--- src/rtl/alu_multicycle.sv ---
// Multi-cycle ALU with NZCV flags and a valid/ready handshake on both sides.
// Single-cycle ops finish on the accept edge; MUL is a one-bit-per-cycle shift-add loop.
module alu_multicycle #(
  parameter int unsigned WIDTH = 32
) (
  input  logic             clk,
  input  logic             reset_n,
  input  logic             in_valid,
  output logic             in_ready,
  input  logic [WIDTH-1:0] a,
  input  logic [WIDTH-1:0] b,
  input  logic [3:0]       ALUControl,
  output logic             out_valid,
  input  logic             out_ready,
  output logic [WIDTH-1:0] Result,
  output logic [3:0]       ALUFlags
);

  localparam int unsigned SHW = $clog2(WIDTH);

  typedef enum logic [1:0] {S_IDLE, S_MUL, S_DONE} state_e;

  typedef enum logic [3:0] {
    OP_ADD = 4'b0000, OP_SUB = 4'b0001, OP_AND = 4'b0010, OP_OR  = 4'b0011,
    OP_EOR = 4'b0100, OP_LSL = 4'b0101, OP_LSR = 4'b0110, OP_ASR = 4'b0111,
    OP_ROR = 4'b1000, OP_MUL = 4'b1001
  } alu_op_e;

  state_e           state_q, state_d;
  logic [WIDTH-1:0] res_q, res_d;
  logic [3:0]       flags_q, flags_d;
  logic [WIDTH-1:0] acc_q, acc_d;
  logic [WIDTH-1:0] mcand_q, mcand_d;
  logic [WIDTH-1:0] mplier_q, mplier_d;
  logic [SHW-1:0]   count_q, count_d;

  logic [SHW-1:0]   amt, amt_neg;
  logic             sub;
  logic [WIDTH-1:0] bx;
  logic [WIDTH:0]   sum_w, lsl_w, lsr_w, asr_w;
  logic [WIDTH-1:0] ror_w;
  logic [WIDTH-1:0] alu_res;
  logic             alu_c, alu_v;
  logic [WIDTH-1:0] acc_step;

  // Single-cycle datapath; shifts carry an extra bit to capture the last bit shifted out.
  always_comb begin
    amt     = b[SHW-1:0];
    amt_neg = '0 - amt;
    sub     = (ALUControl == OP_SUB);
    bx      = sub ? ~b : b;
    sum_w   = {1'b0, a} + {1'b0, bx} + (WIDTH+1)'(sub);
    lsl_w   = {1'b0, a} << amt;
    lsr_w   = {a, 1'b0} >> amt;
    asr_w   = $signed({a, 1'b0}) >>> amt;
    ror_w   = (a >> amt) | (a << amt_neg);
    alu_res = '0;
    alu_c   = 1'b0;
    alu_v   = 1'b0;
    case (ALUControl)
      OP_ADD, OP_SUB: begin
        alu_res = sum_w[WIDTH-1:0];
        alu_c   = sum_w[WIDTH];
        alu_v   = ~(a[WIDTH-1] ^ b[WIDTH-1] ^ sub) & (a[WIDTH-1] ^ sum_w[WIDTH-1]);
      end
      OP_AND: alu_res = a & b;
      OP_OR:  alu_res = a | b;
      OP_EOR: alu_res = a ^ b;
      OP_LSL: begin
        alu_res = lsl_w[WIDTH-1:0];
        alu_c   = lsl_w[WIDTH];
      end
      OP_LSR: begin
        alu_res = lsr_w[WIDTH:1];
        alu_c   = lsr_w[0];
      end
      OP_ASR: begin
        alu_res = asr_w[WIDTH:1];
        alu_c   = asr_w[0];
      end
      OP_ROR: begin
        alu_res = ror_w;
        alu_c   = (amt != '0) & ror_w[WIDTH-1];
      end
      default: ;
    endcase
  end

  always_comb begin
    state_d  = state_q;
    res_d    = res_q;
    flags_d  = flags_q;
    acc_d    = acc_q;
    mcand_d  = mcand_q;
    mplier_d = mplier_q;
    count_d  = count_q;
    acc_step = acc_q + (mplier_q[0] ? mcand_q : '0);
    case (state_q)
      S_IDLE: begin
        if (in_valid) begin
          if (ALUControl == OP_MUL) begin
            state_d  = S_MUL;
            mcand_d  = a;
            mplier_d = b;
            acc_d    = '0;
            count_d  = '0;
          end else begin
            state_d = S_DONE;
            res_d   = alu_res;
            flags_d = {alu_res[WIDTH-1], (alu_res == '0), alu_c, alu_v};
          end
        end
      end
      S_MUL: begin
        acc_d    = acc_step;
        mcand_d  = mcand_q << 1;
        mplier_d = mplier_q >> 1;
        count_d  = count_q + SHW'(1);
        if (count_q == '1) begin
          state_d = S_DONE;
          res_d   = acc_step;
          flags_d = {acc_step[WIDTH-1], (acc_step == '0), 2'b00};
        end
      end
      S_DONE: begin
        if (out_ready) state_d = S_IDLE;
      end
      default: state_d = S_IDLE;
    endcase
  end

  always_ff @(posedge clk or negedge reset_n) begin
    if (!reset_n) begin
      state_q  <= S_IDLE;
      res_q    <= '0;
      flags_q  <= '0;
      acc_q    <= '0;
      mcand_q  <= '0;
      mplier_q <= '0;
      count_q  <= '0;
    end else begin
      state_q  <= state_d;
      res_q    <= res_d;
      flags_q  <= flags_d;
      acc_q    <= acc_d;
      mcand_q  <= mcand_d;
      mplier_q <= mplier_d;
      count_q  <= count_d;
    end
  end

  assign in_ready  = (state_q == S_IDLE);
  assign out_valid = (state_q == S_DONE);
  assign Result    = res_q;
  assign ALUFlags  = flags_q;

endmodule

--- config.mk ---
export PLATFORM = sky130hd
export DESIGN_NAME = alu_multicycle
export DESIGN_NICKNAME = d
export VERILOG_FILES = /design/src/rtl/alu_multicycle.sv
export SDC_FILE = /design/constraint.sdc
export NUM_CORES = 1
export LEC_CHECK = 0
export CAP_MARGIN = 25
export CORE_ASPECT_RATIO = 1.2
export CORE_MARGIN = 4
export CORE_UTILIZATION = 45
export DETAILED_ROUTE_END_ITERATION = 10
export PLACE_DENSITY = 0.68
export SETUP_SLACK_MARGIN = 0.05
export SYNTH_ARGS = -nofsm -noshare
export SYNTH_HDL_FRONTEND = slang
export SYNTH_SLANG_ARGS = --single-unit
--- constraint.sdc ---
create_clock -name clk -period 6.7 [get_ports clk]
set_input_delay 1.34 -clock clk [delete_from_list [all_inputs] [get_ports clk]]
set_output_delay 1.34 -clock clk [all_outputs]
set_load 0.03 [all_outputs]
==> flow_metrics.py <==
metrics = {
    "timing": {
        "tightest_slew_ns": 1.16,
        "rsz0062_at_grt": "false",
        "hold-worst-slack_ns": 0.475,
        "fin_crit_ns": 5.79,
        "timing.final.setup_violations": 0,
        "drv_slew": 0,
        "max-slew-margin-rel_pct": 21.9,
        "max_freq_mhz": 173,
        "final-hold-violation-count": 0,
        "clock_skew_ns": 0.0208,
        "finalSetupTns_ns": 0,
        "fin_crit_sh_pct": 86.4,
    },
    "final_layout": {
        "final_layout_size_suffix_gt1_share_pct": 12.5,
        "final_common_cell": "nand2_1",
        "area_growth_pct": 13.6,
        "layout_common_cells": "nand2_1, nor2_1, ha_1, dfrtp_1, a21oi_1",
        "final_area_um2": 21200,
        "layout.nets": 2639,
        "fin_cells": 2982,
        "utilization_pct": 51.8,
        "fillers": 3905,
    },
    "floorplan": {
        "dieArea_um2": 44700,
        "rows": 81,
        "core_um2": 40800,
        "die_h_um": 231,
        "io_pins": 110,
        "start_util_pct": 45.6,
        "die_w_um": 194,
    },
    "worst_setup_path": {
        "timing.rr.end": "ALUFlags[2]",
        "path_buf_inv": 2,
        "cp_data_required_time_ns": 7.09,
        "r2r_slack_ns": 1.56,
        "crit_fanout": 33,
        "critPathArrivalTime_ns": 6.18,
        "worstSetupPathType": "input pin to register",
        "cp-start-kind": "input pin",
        "crit_family": "simple AND/OR/NAND/NOR gates",
        "max_stage_delay_ns": 0.65,
        "crit_chain": "clkdlybuf4s50_1 -> nor4b_2 -> buf_12 -> xnor2_1 -> ha_1 -> a21oi_1 -> a21oi_1 -> a22oi_1 -> o211ai_1 -> a311oi_1 -> or4b_1 -> nor3b_1 -> nand4_1 -> nor4_1 -> a32oi_1 -> nand2_1",
        "end_kind": "register",
        "r2r-start": "mplier_q[0]",
        "ff2ff_path_depth": 13,
        "slowest_stage": "or4b_1",
        "startpoint": "ALUControl[2]",
        "crit_top_cell": "a21oi_1",
    },
    "route": {
        "drc": 0,
        "wire_per_inst_um": 32.9,
        "routed_wl_um": 98200,
        "ant_nets": 0,
        "drtIter0Drc": 2681,
        "viasPerCell": 7.02,
        "drtPass1Iterations": 6,
        "dr_total_vias": 20924,
    },
    "clock_network": {
        "clockRootBuffer": "clkbuf_16",
        "post_cts_buffers": 0,
        "ctsResizeCount": 0,
        "path_clk_slew_ns": 0.07,
        "cts-htree-levels": 4,
        "cts_inserted_buffers": 17,
        "ctsHoldBuffers": 0,
        "cts_tree": "done",
        "cts_buffer_depth": 2,
        "clkSinkCount": 138,
        "worstSkewPairLatency_ns": 0.46,
    },
    "synth": {
        "synth_fp_nets": 2587,
        "synth-main-ff-cell": "dfrtp_1",
        "ys_seq_area_share_pct": 18.5,
        "synth_top_area_share_pct": 18.5,
        "ys_types": 98,
        "syn_inst": 2374,
        "synth_area_um2": 18600,
        "yosysTopAreaCell": "dfrtp_1",
        "synthTopCellsByArea": "dfrtp_1, ha_1, mux4_2",
        "syn_avg_cell_area_um2": 7.85,
        "synth_edf_count": 0,
        "ys_ff_latch": 138,
        "ys_warn_count": 0,
        "async_flop_share_pct": 100,
    },
    "placement": {
        "hpwlAfterDp_um": 75500,
        "io_buffers": 109,
        "place.gp.congestion": 1.13,
        "dp.cells": 2945,
        "placed_cell_area_um2": 20500,
    },
    "power": {
        "peakVddDrop_uv": 308,
        "leakagePower_nw": 9.02,
        "power_density_nw_per_um2": 303,
    },
    "flow_run": {
        "maxCapViolations": 0,
    },
    "global_route": {
        "antenna_found_initial": 2,
        "grt_max_degree": 102,
        "grt_pass1_wl_um": 140000,
        "grt.total_usage_pct": 42.4,
        "grt-ovfl-total": 0,
        "grt_pass1_vias": 20193,
    },
    "worst_hold_path": {
        "min_from": "Result[10]",
        "holdCritPathClass": "register to register",
        "hold_end": "Result[10]",
        "hold_depth": 2,
    },
    "status": {
        "status": "complete, no violations",
    },
}
## registers in the layout (all words and copies together) (netlist names)
signal    count
mplier_q     32
acc_q        32
state_q       2
Result       32
ALUFlags      3
mcand_q      32
count_q       5
## per-layer routing
layer | routed length [um] | up-vias | GRT usage [%] | part of all wire (%)
li1 | - | 8889 | - | -
met1 | 35400 | 10034 | 49.7 | 36
met2 | 44000 | 1552 | 68.7 | 45
met3 | 10200 | 447 | 10.7 | 10
met4 | 8490 | 2 | 28.4 | 8.6
met5 | 20 | - | 0 | 0.020
## cells by family after synthesis
kind of cell / count (synthesis) / share of synthesized area [%]
buf+inv: 292 / 6.58
flops: 138 / 18.5
xor+xnor: 78 / 3.67
simple gates: 862 / 21.5
compound gates: 647 / 23.9
mux: 216 / 16.2
fa+ha+maj: 141 / 9.55
## through the flow
| step | worst slack, ns | total power [W] |
|---|---|---|
| 2_1_floorplan | 1.39 | 0.00405 |
| 3_3_place_gp | 0.570 | 0.00523 |
| 3_5_place_dp | 0.581 | 0.00533 |
| 4_1_cts | 1.04 | 0.00631 |
| 5_1_grt | 0.692 | 0.00676 |
| 6_report | 0.911 | 0.00642 |
## worst reg2reg max path, delay by kind of cell (launching register included)
kind / cells / cell delay (ns)
AO/OA/AOI/OAI: 3 / 0.84
XOR/XNOR: 1 / 0.32
adder cells (fa/ha/maj): 1 / 0.31
flip-flops: 1 / 1.00
AND/OR/NAND/NOR: 8 / 2.62
## synthesized netlist by cell type, types with 11 or more instances
cell type and number:
xor2_1 22, mux2_2 39, a211oi_1 24, inv_1 89, and3_1 16, a21o_1 35, nand4_1 24, clkbuf_1 126
a22oi_1 27, buf_1 24, or2_2 11, or3_1 15, o21ai_0 81, xnor2_1 56, nand2_1 317, o211ai_1 36
mux2i_1 107, nor4_1 18, a21oi_1 131, a221oi_1 15, a22o_1 28, nor2b_1 17, and2_1 45, a311oi_1 12
nand3_1 66, mux4_2 64, nor3_1 40, buf_4 12, nor2_1 231, a2111oi_0 12, o21ai_1 13, o22ai_1 20
a31oi_1 81, buf_2 30, nand2b_1 14, ha_1 139, dfrtp_1 138
## power breakdown
group          switching, W  internal, W
clock network      0.000465     0.000502
registers          0.000271      0.00119
logic               0.00247      0.00152
total               0.00320      0.00321
## layout make-up
class	instances	area [um^2]	area share, %
inverter	93	349	1.65
clock buffer	17	425	2.01
clock inverter	15	179	0.846
tap	539	674	3.19
antenna	4	10.0	0.0473
sequential	138	3450	16.3
multi-input combinational	1944	14000	66.3
timing repair buffer	232	2030	9.60
## how the worst max path moves through the flow
stage / end / slack (ns) / cells after the start
after floorplan: ALUFlags[2] / 1.39 / 18
after global placement: ALUFlags[2] / 0.57 / 16
after detailed placement: ALUFlags[2] / 0.58 / 16
after CTS: ALUFlags[2] / 1.04 / 16
after global routing: ALUFlags[2] / 0.69 / 16
final: ALUFlags[2] / 0.91 / 16
Note: power is estimated with default switching activity, not from simulation.
